$ cat src/rtl/huge_pages_reg_cpl_pkg.sv
// Shared constants and types for the huge-page register completer.
// TLP fmt/type codes, register offset codes and FSM encodings.
package huge_pages_reg_cpl_pkg;

  localparam logic [6:0] FMT_MRD32 = 7'b00_00000;
  localparam logic [6:0] FMT_CPLD  = 7'b10_01010;

  localparam logic [3:0] OFF_A1_LO = 4'b1010;
  localparam logic [3:0] OFF_A1_HI = 4'b0100;
  localparam logic [3:0] OFF_A2_LO = 4'b1100;
  localparam logic [3:0] OFF_A2_HI = 4'b0101;
  localparam logic [3:0] OFF_Q1    = 4'b1011;
  localparam logic [3:0] OFF_Q2    = 4'b1101;
  localparam logic [3:0] OFF_STAT  = 4'b1110;

  typedef enum logic {
    R_IDLE,
    R_HDR2
  } rx_state_t;

  typedef enum logic [1:0] {
    T_IDLE,
    T_REQ,
    T_B1,
    T_B2
  } tx_state_t;

  typedef struct packed {
    logic [2:0]  tc;
    logic [1:0]  attr;
    logic [15:0] rid;
    logic [7:0]  tag;
    logic [6:0]  addr;
    logic [31:0] data;
  } cpl_hold_t;

  function automatic logic [31:0] bswap32(input logic [31:0] v);
    return {v[7:0], v[15:8], v[23:16], v[31:24]};
  endfunction

endpackage

$ cat src/rtl/huge_pages_reg_mux.sv
// Offset-to-register select for the huge-page window.
// Output is byte-swapped into TLP payload byte order.
module huge_pages_reg_mux
  import huge_pages_reg_cpl_pkg::*;
(
  input  logic [3:0]  i_off,
  input  logic [63:0] i_addr_1,
  input  logic [63:0] i_addr_2,
  input  logic [31:0] i_qwords_1,
  input  logic [31:0] i_qwords_2,
  input  logic        i_status_1,
  input  logic        i_status_2,
  output logic [31:0] o_data
);

  logic [31:0] w_val;

  always_comb begin
    w_val = 32'h0;
    unique case (1'b1)
      (i_off == OFF_A1_LO): w_val = i_addr_1[31:0];
      (i_off == OFF_A1_HI): w_val = i_addr_1[63:32];
      (i_off == OFF_A2_LO): w_val = i_addr_2[31:0];
      (i_off == OFF_A2_HI): w_val = i_addr_2[63:32];
      (i_off == OFF_Q1):    w_val = i_qwords_1;
      (i_off == OFF_Q2):    w_val = i_qwords_2;
      (i_off == OFF_STAT):  w_val = {30'b0, i_status_2, i_status_1};
      default:              w_val = 32'h0;
    endcase
  end

  assign o_data = bswap32(w_val);

endmodule

$ cat src/rtl/huge_pages_reg_cpl.sv
// Answers single-DW MRd32 reads of the huge-page register BAR
// with a one-DW CplD on the TRN TX stream.
module huge_pages_reg_cpl
  import huge_pages_reg_cpl_pkg::*;
#(
  parameter int BAR_IDX = 2
) (
  input  logic        trn_clk,
  input  logic        reset,
  input  logic [63:0] trn_rd,
  input  logic [7:0]  trn_rrem_n,
  input  logic        trn_rsof_n,
  input  logic        trn_reof_n,
  input  logic        trn_rsrc_rdy_n,
  input  logic        trn_rsrc_dsc_n,
  input  logic [6:0]  trn_rbar_hit_n,
  input  logic        trn_rdst_rdy_n,
  output logic [63:0] trn_td,
  output logic [7:0]  trn_trem_n,
  output logic        trn_tsof_n,
  output logic        trn_teof_n,
  output logic        trn_tsrc_rdy_n,
  output logic        trn_tsrc_dsc_n,
  input  logic        trn_tdst_rdy_n,
  input  logic [15:0] cfg_completer_id,
  output logic        cpl_req,
  input  logic        cpl_gnt,
  input  logic [63:0] huge_page_addr_1,
  input  logic [63:0] huge_page_addr_2,
  input  logic [31:0] huge_page_qwords_1,
  input  logic [31:0] huge_page_qwords_2,
  input  logic        huge_page_status_1,
  input  logic        huge_page_status_2,
  output logic [7:0]  dropped_reads
);

  rx_state_t   r_rx_state;
  tx_state_t   r_tx_state;
  logic [2:0]  r_tc;
  logic [1:0]  r_attr;
  logic [15:0] r_rid;
  logic [7:0]  r_tag;
  cpl_hold_t   r_hold;
  logic        r_full;
  logic [7:0]  r_dropped;
  logic [63:0] r_td;
  logic [7:0]  r_trem_n;
  logic        r_tsof_n;
  logic        r_teof_n;
  logic        r_tsrc_rdy_n;

  logic        w_rx_acc;
  logic        w_rx_hit;
  logic        w_hdr2;
  logic        w_capture;
  logic        w_drop;
  logic        w_tx_done;
  logic [31:0] w_mux_data;
  logic [63:0] w_hdr1;
  logic [63:0] w_beat2;
  logic        w_unused;

  assign w_rx_acc  = ~trn_rsrc_rdy_n & ~trn_rdst_rdy_n;
  assign w_rx_hit  = w_rx_acc & ~trn_rsof_n
                   & ~trn_rbar_hit_n[BAR_IDX]
                   & (trn_rd[62:56] == FMT_MRD32)
                   & (trn_rd[41:32] == 10'd1);
  assign w_hdr2    = (r_rx_state == R_HDR2) & w_rx_acc;
  assign w_capture = w_hdr2 & ~r_full;
  assign w_drop    = w_hdr2 & r_full;
  assign w_tx_done = (r_tx_state == T_B2) & ~trn_tdst_rdy_n;

  assign w_unused = ^{trn_rd, trn_rrem_n, trn_reof_n,
                      trn_rsrc_dsc_n, trn_rbar_hit_n};

  huge_pages_reg_mux u_mux (
    .i_off      (trn_rd[37:34]),
    .i_addr_1   (huge_page_addr_1),
    .i_addr_2   (huge_page_addr_2),
    .i_qwords_1 (huge_page_qwords_1),
    .i_qwords_2 (huge_page_qwords_2),
    .i_status_1 (huge_page_status_1),
    .i_status_2 (huge_page_status_2),
    .o_data     (w_mux_data)
  );

  always_ff @(posedge trn_clk or posedge reset) begin
    if (reset) begin
      r_rx_state <= R_IDLE;
      r_tc       <= '0;
      r_attr     <= '0;
      r_rid      <= '0;
      r_tag      <= '0;
    end else begin
      case (r_rx_state)
        R_IDLE: begin
          if (w_rx_hit) begin
            r_tc       <= trn_rd[54:52];
            r_attr     <= trn_rd[45:44];
            r_rid      <= trn_rd[31:16];
            r_tag      <= trn_rd[15:8];
            r_rx_state <= R_HDR2;
          end
        end
        R_HDR2: begin
          if (w_rx_acc) r_rx_state <= R_IDLE;
        end
        default: r_rx_state <= R_IDLE;
      endcase
    end
  end

  // Full holder blocks capture, including on its emptying cycle.
  always_ff @(posedge trn_clk or posedge reset) begin
    if (reset) begin
      r_full    <= 1'b0;
      r_hold    <= '0;
      r_dropped <= 8'h00;
    end else begin
      if (w_capture) begin
        r_full      <= 1'b1;
        r_hold.tc   <= r_tc;
        r_hold.attr <= r_attr;
        r_hold.rid  <= r_rid;
        r_hold.tag  <= r_tag;
        r_hold.addr <= trn_rd[38:32];
        r_hold.data <= w_mux_data;
      end else if (w_tx_done) begin
        r_full <= 1'b0;
      end
      if (w_drop && r_dropped != 8'hFF)
        r_dropped <= r_dropped + 8'd1;
    end
  end

  assign w_hdr1 = {1'b0, FMT_CPLD, 1'b0, r_hold.tc, 4'b0,
                   2'b0, r_hold.attr, 2'b0, 10'd1,
                   cfg_completer_id, 3'b000, 1'b0, 12'd4};

  assign w_beat2 = {r_hold.rid, r_hold.tag, 1'b0,
                    r_hold.addr, r_hold.data};

  always_ff @(posedge trn_clk or posedge reset) begin
    if (reset) begin
      r_tx_state   <= T_IDLE;
      r_td         <= 64'h0;
      r_trem_n     <= 8'hFF;
      r_tsof_n     <= 1'b1;
      r_teof_n     <= 1'b1;
      r_tsrc_rdy_n <= 1'b1;
    end else begin
      r_trem_n <= 8'h00;
      case (r_tx_state)
        T_IDLE: begin
          if (r_full || w_capture) r_tx_state <= T_REQ;
        end
        T_REQ: begin
          if (cpl_gnt) begin
            r_tx_state   <= T_B1;
            r_td         <= w_hdr1;
            r_tsof_n     <= 1'b0;
            r_teof_n     <= 1'b1;
            r_tsrc_rdy_n <= 1'b0;
          end
        end
        T_B1: begin
          if (!trn_tdst_rdy_n) begin
            r_tx_state <= T_B2;
            r_td       <= w_beat2;
            r_tsof_n   <= 1'b1;
            r_teof_n   <= 1'b0;
          end
        end
        T_B2: begin
          if (!trn_tdst_rdy_n) begin
            r_tx_state   <= T_IDLE;
            r_td         <= 64'h0;
            r_teof_n     <= 1'b1;
            r_tsrc_rdy_n <= 1'b1;
          end
        end
        default: r_tx_state <= T_IDLE;
      endcase
    end
  end

  assign trn_td         = r_td;
  assign trn_trem_n     = r_trem_n;
  assign trn_tsof_n     = r_tsof_n;
  assign trn_teof_n     = r_teof_n;
  assign trn_tsrc_rdy_n = r_tsrc_rdy_n;
  assign trn_tsrc_dsc_n = 1'b1;
  assign cpl_req        = r_full;
  assign dropped_reads  = r_dropped;

endmodule

$ cat config.mk
export PLATFORM = sky130hd
export DESIGN_NAME = huge_pages_reg_cpl
export DESIGN_NICKNAME = d
export VERILOG_FILES = /design/src/rtl/huge_pages_reg_cpl_pkg.sv /design/src/rtl/huge_pages_reg_mux.sv /design/src/rtl/huge_pages_reg_cpl.sv
export SDC_FILE = /design/constraint.sdc
export NUM_CORES = 1
export LEC_CHECK = 0
export ABC_CLOCK_PERIOD_IN_PS = 5500
export CELL_PAD_IN_SITES_DETAIL_PLACEMENT = 0
export CELL_PAD_IN_SITES_GLOBAL_PLACEMENT = 1
export CORE_MARGIN = 1.5
export CORE_UTILIZATION = 28
export CTS_CLUSTER_SIZE = 30
export DETAILED_ROUTE_END_ITERATION = 6
export PLACE_DENSITY = 0.83
export SLEW_MARGIN = 30
export SYNTH_ARGS = -nofsm -noshare
export SYNTH_HDL_FRONTEND = slang
export SYNTH_SLANG_ARGS = --single-unit
export TNS_END_PERCENT = 20
$ cat constraint.sdc
create_clock -name trn_clk -period 5.5 [get_ports trn_clk]
set_clock_uncertainty 0.15 [all_clocks]
set_input_delay 0.55 -clock trn_clk [delete_from_list [all_inputs] [get_ports trn_clk]]
set_output_delay 0.55 -clock trn_clk [all_outputs]
set_load 0.01 [all_outputs]
==> impl_metrics.tcl, run 1 <==
set metrics [dict create \
    outcome "completed" \
    ctsResizeCount 0 \
    min_period_ps 2910 \
    ant_nets 0 \
    synth_edf_count 0 \
    drv_cap 0 \
    cts_root_buf "clkbuf_16" \
    synthTopCellsByArea "dfrtp_1, mux2_2, a22oi_1" \
    pre_cts_ws_ps 2140 \
    diodes 0 \
    multi_input_area_um2 3730 \
    grt_overflow 0 \
    io_buffers 346 \
    mostFrequentLayoutCell "clkdlybuf4s50_1" \
    power_density_nw_per_um2 298 \
    ys_types 49 \
    final-setup-viol-count 0 \
    cp_num_buf_inv 2 \
    start_util_pct 28.5 \
    fillCellCount 2855 \
    max_freq_mhz 344 \
    hold_buffers 0 \
    grt_pass1_vias 7366 \
    netlist_area_um2 8450 \
    syn_area_per_cell_um2 11.0 \
    finalSetupTns_ps 0 \
    postCtsSetupBuffers 0 \
    yosysWarnings 0 \
    vias_per_cell 4.78 \
    required_ps 5730 \
    clkLatencyLatePin_ps 430 \
    end_kind "flop" \
    clkTransAtPathRegs_ps 80 \
    drt_wl_total_um 26600 \
    cts_tree "built" \
    grt_start_max_net_pins 135 \
    crit_family "buffers and inverters" \
    die-area_um2 31200 \
    drc 0 \
    cts.sinks 176 \
    fin_crit_sh_pct 52.9 \
    slowest_delay_ps 900 \
    drt-initial-drc-count 371 \
    die_h_um 177 \
    synth_flop_cell "dfrtp_1" \
    grt_usage_pct 17.2 \
    htree_levels 4 \
    final_util_pct 43.2 \
    rows 63 \
    area_growth_pct 51.5 \
    final-max-slew-violation-count 0 \
    synthCells 767 \
    crit_chain "clkdlybuf4s50_1 -> and3b_1 -> buf_4 -> a22oi_1 -> nand3_1 -> a22o_1" \
    setup_ws_ps 2590 \
    wire_per_inst_um 18.0 \
    firstDrtPassIters 4 \
    slowest_stage "clkdlybuf4s50_1" \
    synth-seq-area-share_pct 52.2 \
    critPathArrivalTime_ps 3140 \
    dpl.hpwl_um 19100 \
    startpoint_type "primary input" \
    regArea_um2 4410 \
    die_w_um 177 \
    num_vias 7075 \
    tightest_slew_ps 866 \
    worst-path-max-fanout 20 \
    path_class "in2reg" \
    layout.nets 1381 \
    ios 383 \
    gp_congestion 0.772 \
    fp.coreArea_um2 29600 \
    cts_buffers 17 \
    p_leak_nw 5.45 \
    mostFrequentLayoutCells "clkdlybuf4s50_1, dfrtp_1, nand2_1" \
    ys_seq_elements 176 \
    slew_headroom_pct 42.3 \
    cts_buffer_depth 2 \
    yosysTopAreaCellShare_pct 50.9 \
    antenna_found_initial 0 \
    grt_pass1_wl_um 41400 \
    rsz0062_at_grt "no" \
    peakVddDrop_mv 0.307 \
    async_reset_ff_share_pct 100 \
    hold_violations 0 \
    hold_path_class "reg2reg" \
    synth_top_cell_by_area "dfrtp_1" \
    drive_gt1_share_pct 14.3 \
]
[worst reg2reg max path, stage by stage, from the launching register on]
cell and delay [ps]:
dfrtp_1 420, inv_1 130, ha_2 190, buf_4 650, nor2_2 140, buf_4 270, a22oi_1 300, o21ai_1 100
[cell families (layout without fill, tap and decap cells)]
group                      after synthesis  in the layout  synth area share (%)
AOI/OAI and AO/OA                      193            193                  15.8
xor gates and xnor gates                 7              7                 0.726
adders and majority gates                6              6                 0.888
buffers and inverters                   73            395                  4.26
DFF                                    176            176                  52.2
muxes                                   99             99                  14.5
other                                    2              3                0.0889
and+or+nand+nor                        211            211                  11.6
[synthesized netlist by cell type (2+ instances only)]
cell type	count
a21oi_1	6
a22o_1	32
a22oi_1	83
a32oi_1	2
and3_1	2
buf_1	2
buf_2	18
buf_4	9
buf_6	4
clkbuf_1	36
conb_1	2
dfrtp_1	172
dfstp_2	4
ha_1	6
inv_1	4
mux2_2	68
mux2_4	29
mux2i_1	2
nand2_1	136
nand2b_1	2
nand3_1	31
nand3b_1	3
nand4_1	7
nor2_1	8
nor2b_1	6
nor4_1	2
o21ai_0	45
o21ai_1	16
o31ai_1	4
or3_1	2
xnor2_1	5
xor2_1	2
[report_power, final]
group | leakage [nW] | switching (mW) | internal, mW
logic | 2.76 | 0.662 | 0.509
registers | 2.41 | 0.0495 | 1.39
clock network | 0.282 | 0.537 | 0.667
total | 5.45 | 1.25 | 2.57
[registers in the layout, indices dropped and copies added, names as in the netlist]
name and count:
dropped_reads 8, trn_tsof_n 1, r_rx_state 1, r_tag 8, r_hold 68, trn_teof_n 1
trn_td 63, trn_tsrc_rdy_n 1, r_attr 2, r_tc 3, trn_trem_n 1, cpl_req 1
r_tx_state 2, r_rid 16
[stage by stage]
step                      area [um^2]  power, mW  hold WS, ps  instances
final                           12800       3.82          312       1480
after global placement          12200       2.60          303       1447
after detailed placement        12200       2.66          305       1448
after global routing            12800       4.04          354       1480
after floorplan                  8450       2.07          321        768
after CTS                       12800       3.89          315       1480
[layer usage]
metal | global-route usage, % | routed length (um) | vias up
met5 | 0 | 0 | -
met4 | 6.18 | 650 | 0
met3 | 3.22 | 1450 | 31
met2 | 28.6 | 12700 | 265
met1 | 22.3 | 11800 | 3398
li1 | - | - | 3381
[layout make-up]
cell class	count	area share (%)
flip-flops and latches	176	34.4
multi-input cells	519	29.1
repair buffers	359	27.9
well taps	390	3.81
clock buffers	22	3.70
clock inverters	10	0.782
inverters	4	0.215
[worst paths after layout]
check | from | endpoint | slack, ps | cells past startpoint
setup / recovery | trn_rd[35] | r_hold[14]$_DFFE_PP0P_ | 2590 | 6
hold / removal | trn_teof_n$_DFFE_PP1P_ | trn_teof_n$_DFFE_PP1P_ | 310 | 2
setup reg to reg | r_tx_state[0]$_DFFE_PP0P_ | trn_td[17]$_DFFE_PP0P_ | 3020 | 7
hold reg to reg | trn_teof_n$_DFFE_PP1P_ | trn_teof_n$_DFFE_PP1P_ | 310 | 2
max in group asynchronous | reset | trn_td[58]$_DFFE_PP0P_ | 3670 | 3
min in group asynchronous | reset | r_tag[2]$_DFFE_PP0P_ | 510 | 2
(Power assumes the default switching activity.)
==> run 2, diff against run 1 <==
--- a/config.mk
+++ b/config.mk
@@ -5,14 +5,14 @@
 export SDC_FILE = /design/constraint.sdc
 export NUM_CORES = 1
 export LEC_CHECK = 0
-export ABC_CLOCK_PERIOD_IN_PS = 5500
+export ABC_CLOCK_PERIOD_IN_PS = 2800
 export CELL_PAD_IN_SITES_DETAIL_PLACEMENT = 0
 export CELL_PAD_IN_SITES_GLOBAL_PLACEMENT = 1
 export CORE_MARGIN = 1.5
-export CORE_UTILIZATION = 28
+export CORE_UTILIZATION = 31
 export CTS_CLUSTER_SIZE = 30
 export DETAILED_ROUTE_END_ITERATION = 6
-export PLACE_DENSITY = 0.83
+export PLACE_DENSITY = 0.87
 export SLEW_MARGIN = 30
 export SYNTH_ARGS = -nofsm -noshare
 export SYNTH_HDL_FRONTEND = slang
==> constraint.sdc (replaced) <==
create_clock -name trn_clk -period 2.8 [get_ports trn_clk]
set_clock_uncertainty 0.15 [all_clocks]
set_input_delay 0.28 -clock trn_clk [delete_from_list [all_inputs] [get_ports trn_clk]]
set_output_delay 0.28 -clock trn_clk [all_outputs]
set_load 0.01 [all_outputs]
==> run 2 against run 1 <==
- register-to-register slack lost 2500 ps
- global-route usage grew 1.0 points
- combinational power grew 93%
- sequential power grew 97%
- critical path depth is the same
==> impl_metrics.tcl, run 2 (same netlist as run 1, synthesis figures left out) <==
set metrics [dict create \
    end_kind "flop" \
    antenna_found_initial 0 \
    ant_nets 0 \
    grt_start_max_net_pins 82 \
    postCtsSetupBuffers 0 \
    setup_ws_ps 518 \
    hold_violations 0 \
    drive_gt1_share_pct 15.2 \
    dpl.hpwl_um 19200 \
    cts_buffer_depth 2 \
    die_w_um 168 \
    r2r-start "r_tx_state[0]$_DFFE_PP0P_" \
    top_register "r_hold" \
    gp_congestion 0.800 \
    firstDrtPassIters 5 \
    clkLatencyLatePin_ps 410 \
    hold_buffers 0 \
    cts_root_buf "clkbuf_16" \
    path_class "reg2reg" \
    htree_levels 4 \
    startpoint_type "flop" \
    fillCellCount 2478 \
    p_leak_nw 5.53 \
    cts.sinks 176 \
    rsz0062_at_grt "no" \
    grt_pass1_wl_um 40000 \
    grt_overflow 0 \
    finalSetupTns_ps 0 \
    grt_usage_pct 18.2 \
    drc 0 \
    outcome "completed" \
    clkTransAtPathRegs_ps 60 \
    diodes 0 \
    mostFrequentLayoutCell "clkdlybuf4s50_1" \
    area_growth_pct 52.7 \
    io_buffers 346 \
    drv_cap 0 \
    peakVddDrop_mv 0.483 \
    num_vias 7049 \
    ctsResizeCount 0 \
    required_ps 2930 \
    critPathArrivalTime_ps 2410 \
    largest_register_ffs 68 \
    min_period_ps 2280 \
    fin_crit_sh_pct 81.5 \
    grt_pass1_vias 7107 \
    layout.nets 1391 \
    tightest_slew_ps 774 \
    drt_wl_total_um 25700 \
    slew_headroom_pct 48.4 \
    mostFrequentLayoutCells "clkdlybuf4s50_1, dfrtp_1, nand2_1" \
    cts_tree "built" \
    cp-startpoint "r_tx_state[0]$_DFFE_PP0P_" \
    max_freq_mhz 438 \
    ios 383 \
    die-area_um2 28300 \
    wire_per_inst_um 17.9 \
    power_density_nw_per_um2 587 \
    pre_cts_ws_ps 368 \
    start_util_pct 31.4 \
    drt-initial-drc-count 372 \
    fp.coreArea_um2 26900 \
    final-setup-viol-count 0 \
    rows 60 \
    final-max-slew-violation-count 0 \
    cts_buffers 17 \
    vias_per_cell 4.90 \
    worst-path-max-fanout 74 \
    die_h_um 168 \
    hold_path_class "in2async" \
]
==> run 2: changes by cell type in the layout (fill, tap and decap cells not counted), sizes merged <==
cell      before  now
buf           14   24
bufinv         1    3
clkbuf        22   20
clkinv         5    3
clkinvlp       1    3
inv            7    6
==> run 2: path summary, 6_finish.rpt <==
check	slack [ps]	to	cells after the start
max	520	trn_td[34]$_DFFE_PP0P_	6
min	50	trn_td[40]$_DFFE_PP0P_	2
max reg2reg	520	trn_td[34]$_DFFE_PP0P_	6
min reg2reg	330	trn_td[48]$_DFFE_PP0P_	2
max in group asynchronous	1720	trn_td[62]$_DFFE_PP0P_	3
min in group trn_clk	290	r_hold[34]$_DFFE_PP0P_	2
==> run 2: layout make-up <==
class                      instances  area [um^2]  area share, %
clock buffer                      20          467           3.62
clock inverter                    11          153           1.18
inverter                           4         18.8          0.145
multi-input combinational        519         3730           28.9
sequential                       176         4410           34.2
tap                              341          427           3.31
timing repair buffer             369         3710           28.7
==> run 2: critical path, stage by stage (launching register included) <==
cell and delay (ps):
dfrtp_1 420, ha_1 290, or2_1 260, a211o_4 540, buf_12 280, nand2_1 100, o21ai_0 80
==> run 2: layer usage <==
layer / track usage [%] / wire length (um) / up-vias
met1: 23.4 / 11300 / 3375
met3: 3.74 / 1410 / 24
met4: 6.29 / 486 / 0
met2: 30.7 / 12500 / 255
li1: - / - / 3395
met5: 0 / 0 / -
==> run 2: where the power goes <==
group / internal (mW) / switching [mW] / leakage [nW]
Combinational: 0.996 / 1.26 / 2.82
Clock: 1.48 / 1.01 / 0.301
Sequential: 2.73 / 0.0954 / 2.41
==> run 2: per-stage QoR <==
stage	area, um^2	hold slack (ps)	power [mW]	std cells	util, %
after floorplan	8460	274	4.06	768	-
after global placement	12300	302	5.14	1409	45.7
after detailed placement	12300	315	5.17	1409	45.7
after CTS	12900	50.5	7.68	1440	48.0
after global routing	12900	54.8	7.97	1440	48.0
final	12900	52.3	7.58	1440	48.0
==> run 3, diff against run 2 <==
--- a/config.mk
+++ b/config.mk
@@ -5,14 +5,14 @@
 export SDC_FILE = /design/constraint.sdc
 export NUM_CORES = 1
 export LEC_CHECK = 0
-export ABC_CLOCK_PERIOD_IN_PS = 2800
+export ABC_CLOCK_PERIOD_IN_PS = 1860
 export CELL_PAD_IN_SITES_DETAIL_PLACEMENT = 0
 export CELL_PAD_IN_SITES_GLOBAL_PLACEMENT = 1
 export CORE_MARGIN = 1.5
-export CORE_UTILIZATION = 31
+export CORE_UTILIZATION = 28
 export CTS_CLUSTER_SIZE = 30
 export DETAILED_ROUTE_END_ITERATION = 6
-export PLACE_DENSITY = 0.87
+export PLACE_DENSITY = 0.83
 export SLEW_MARGIN = 30
 export SYNTH_ARGS = -nofsm -noshare
 export SYNTH_HDL_FRONTEND = slang
==> constraint.sdc (replaced) <==
create_clock -name trn_clk -period 1.86 [get_ports trn_clk]
set_clock_uncertainty 0.15 [all_clocks]
set_input_delay 0.186 -clock trn_clk [delete_from_list [all_inputs] [get_ports trn_clk]]
set_output_delay 0.186 -clock trn_clk [all_outputs]
set_load 0.01 [all_outputs]
==> run 3 against run 2 <==
- the run now ends with setup timing left
- global-route usage shrank 0.93 points
- die area increased by 11%
- critical path depth shrank 1
- flip-flop and latch count unchanged
- sequential power increased by 52%
- critical path type unchanged
- critical endpoint is now trn_td[57]$_DFFE_PP0P_
==> impl_metrics.tcl, run 3 (same netlist as run 1, synthesis figures left out) <==
set metrics [dict create \
    outcome "complete, but fails checks" \
    violations "setup timing" \
    p_leak_nw 6.08 \
    final-setup-viol-count 62 \
    cts_buffer_depth 2 \
    setup_ws_ps -126 \
    grt_usage_pct 17.3 \
    slowest_delay_ps 450 \
    startpoint_type "flop" \
    cts_tree "built" \
    layout.nets 1439 \
    clkTransAtPathRegs_ps 80 \
    final-max-slew-violation-count 0 \
    area_growth_pct 65.2 \
    hold_path_class "in2async" \
    num_vias 7570 \
    power_density_nw_per_um2 1000 \
    finalSetupTns_ps -3410 \
    grt_start_max_net_pins 81 \
    vias_per_cell 4.92 \
    drt-initial-drc-count 309 \
    max_freq_mhz 503 \
    required_ps 2050 \
    crit_chain "ha_2 -> or2_4 -> a211o_4 -> buf_12 -> o31ai_4" \
    die_h_um 177 \
    drv_cap 0 \
    htree_levels 4 \
    firstDrtPassIters 4 \
    grt_pass1_vias 7525 \
    fp.coreArea_um2 29600 \
    die_w_um 177 \
    worst-path-max-fanout 8 \
    antenna_found_initial 0 \
    end_kind "flop" \
    cts_buffers 17 \
    slowest_stage "a211o_4" \
    min_period_ps 1990 \
    fin_crit_sh_pct 107 \
    hold_violations 0 \
    io_buffers 346 \
    mostFrequentLayoutCell "clkdlybuf4s50_1" \
    wire_per_inst_um 19.3 \
    drive_gt1_share_pct 24.1 \
    grt_overflow 0 \
    path_class "reg2reg" \
    dpl.hpwl_um 20300 \
    final_util_pct 47.1 \
    drc 0 \
    gp_congestion 0.774 \
    grt_pass1_wl_um 41500 \
    ios 383 \
    diodes 0 \
    peakVddDrop_mv 0.673 \
    fillCellCount 2771 \
    clkLatencyLatePin_ps 430 \
    drt_wl_total_um 29700 \
    mostFrequentLayoutCells "clkdlybuf4s50_1, dfrtp_1, nand2_1" \
    start_util_pct 28.5 \
    rsz0062_at_grt "yes" \
    rows 63 \
    cts.sinks 176 \
    largest_register_ffs 68 \
    critPathArrivalTime_ps 2170 \
    cts_root_buf "clkbuf_16" \
    ant_nets 0 \
    top_register "r_hold" \
    die-area_um2 31200 \
]
## run 3: stage by stage
| step | std cells | setup slack, ps | hold WS, ps | power (mW) | area [um^2] |
|---|---|---|---|---|---|
| after global placement | 1488 | -451 | 303 | 8.06 | 12700 |
| after detailed placement | 1488 | -445 | 316 | 8.11 | 12700 |
| after global routing | 1538 | -176 | 50.2 | 14.7 | 14000 |
| final | 1538 | -126 | 41.8 | 14.0 | 14000 |
| after CTS | 1521 | -145 | 30.8 | 11.9 | 13300 |
| after floorplan | 768 | -725 | 180 | 6.11 | 8460 |
## run 3: power breakdown
part	internal (mW)	switching [mW]	leakage [nW]
Sequential	4.11	0.198	2.41
Combinational	2.92	3.08	3.37
Clock	1.84	1.83	0.293
## run 3: cell type report
type	count	area [um^2]	area share (%)
multi-input combinational	521	4040	28.9
clock inverter	15	185	1.33
inverter	4	18.8	0.134
sequential	176	4410	31.6
clock buffer	17	425	3.05
tap	390	488	3.50
timing repair buffer	415	4400	31.5
## run 3: layer usage
layer	wire [um]	global-route usage, %	share of wire, %
met4	715	6.04	2.4
met5	0	0	0
met2	14400	29.0	49
met1	13000	22.0	44
met3	1560	3.63	5.3
## run 3: path summary, 6_finish.rpt
kind                                           start                     end  slack (ps)  depth (start not counted)
min in group trn_clk                      trn_rd[34]  r_hold[34]$_DFFE_PP0P_         110                          3
hold reg to reg               trn_teof_n$_DFFE_PP1P_  trn_teof_n$_DFFE_PP1P_         320                          2
hold / removal                                 reset  trn_td[40]$_DFFE_PP0P_          40                          3
max in group asynchronous                      reset  trn_teof_n$_DFFE_PP1P_        1040                          4
setup reg to reg           r_tx_state[1]$_DFFE_PP0P_  trn_td[57]$_DFFE_PP0P_        -130                          5
setup / recovery           r_tx_state[1]$_DFFE_PP0P_  trn_td[57]$_DFFE_PP0P_        -130                          5
## run 3: worst max-delay path: cells and delay by family, from the launching register on
| kind | cells | cell delay (ps) |
|---|---|---|
| adders and majority gates | 1 | 190 |
| AOI/OAI and AO/OA | 2 | 630 |
| and+or+nand+nor | 1 | 280 |
| buffers and inverters | 1 | 190 |
| DFF | 1 | 440 |
## run 3: timing repair
item                                    in CTS  in global routing
endpoints found under the setup margin      75                 97
setup buffers                                1                  0
endpoints found under the hold margin        0                  0
hold buffers                                 0                  0
resized for setup                           14                125
pin swaps                                    0                 33
gates cloned                                 0                 17
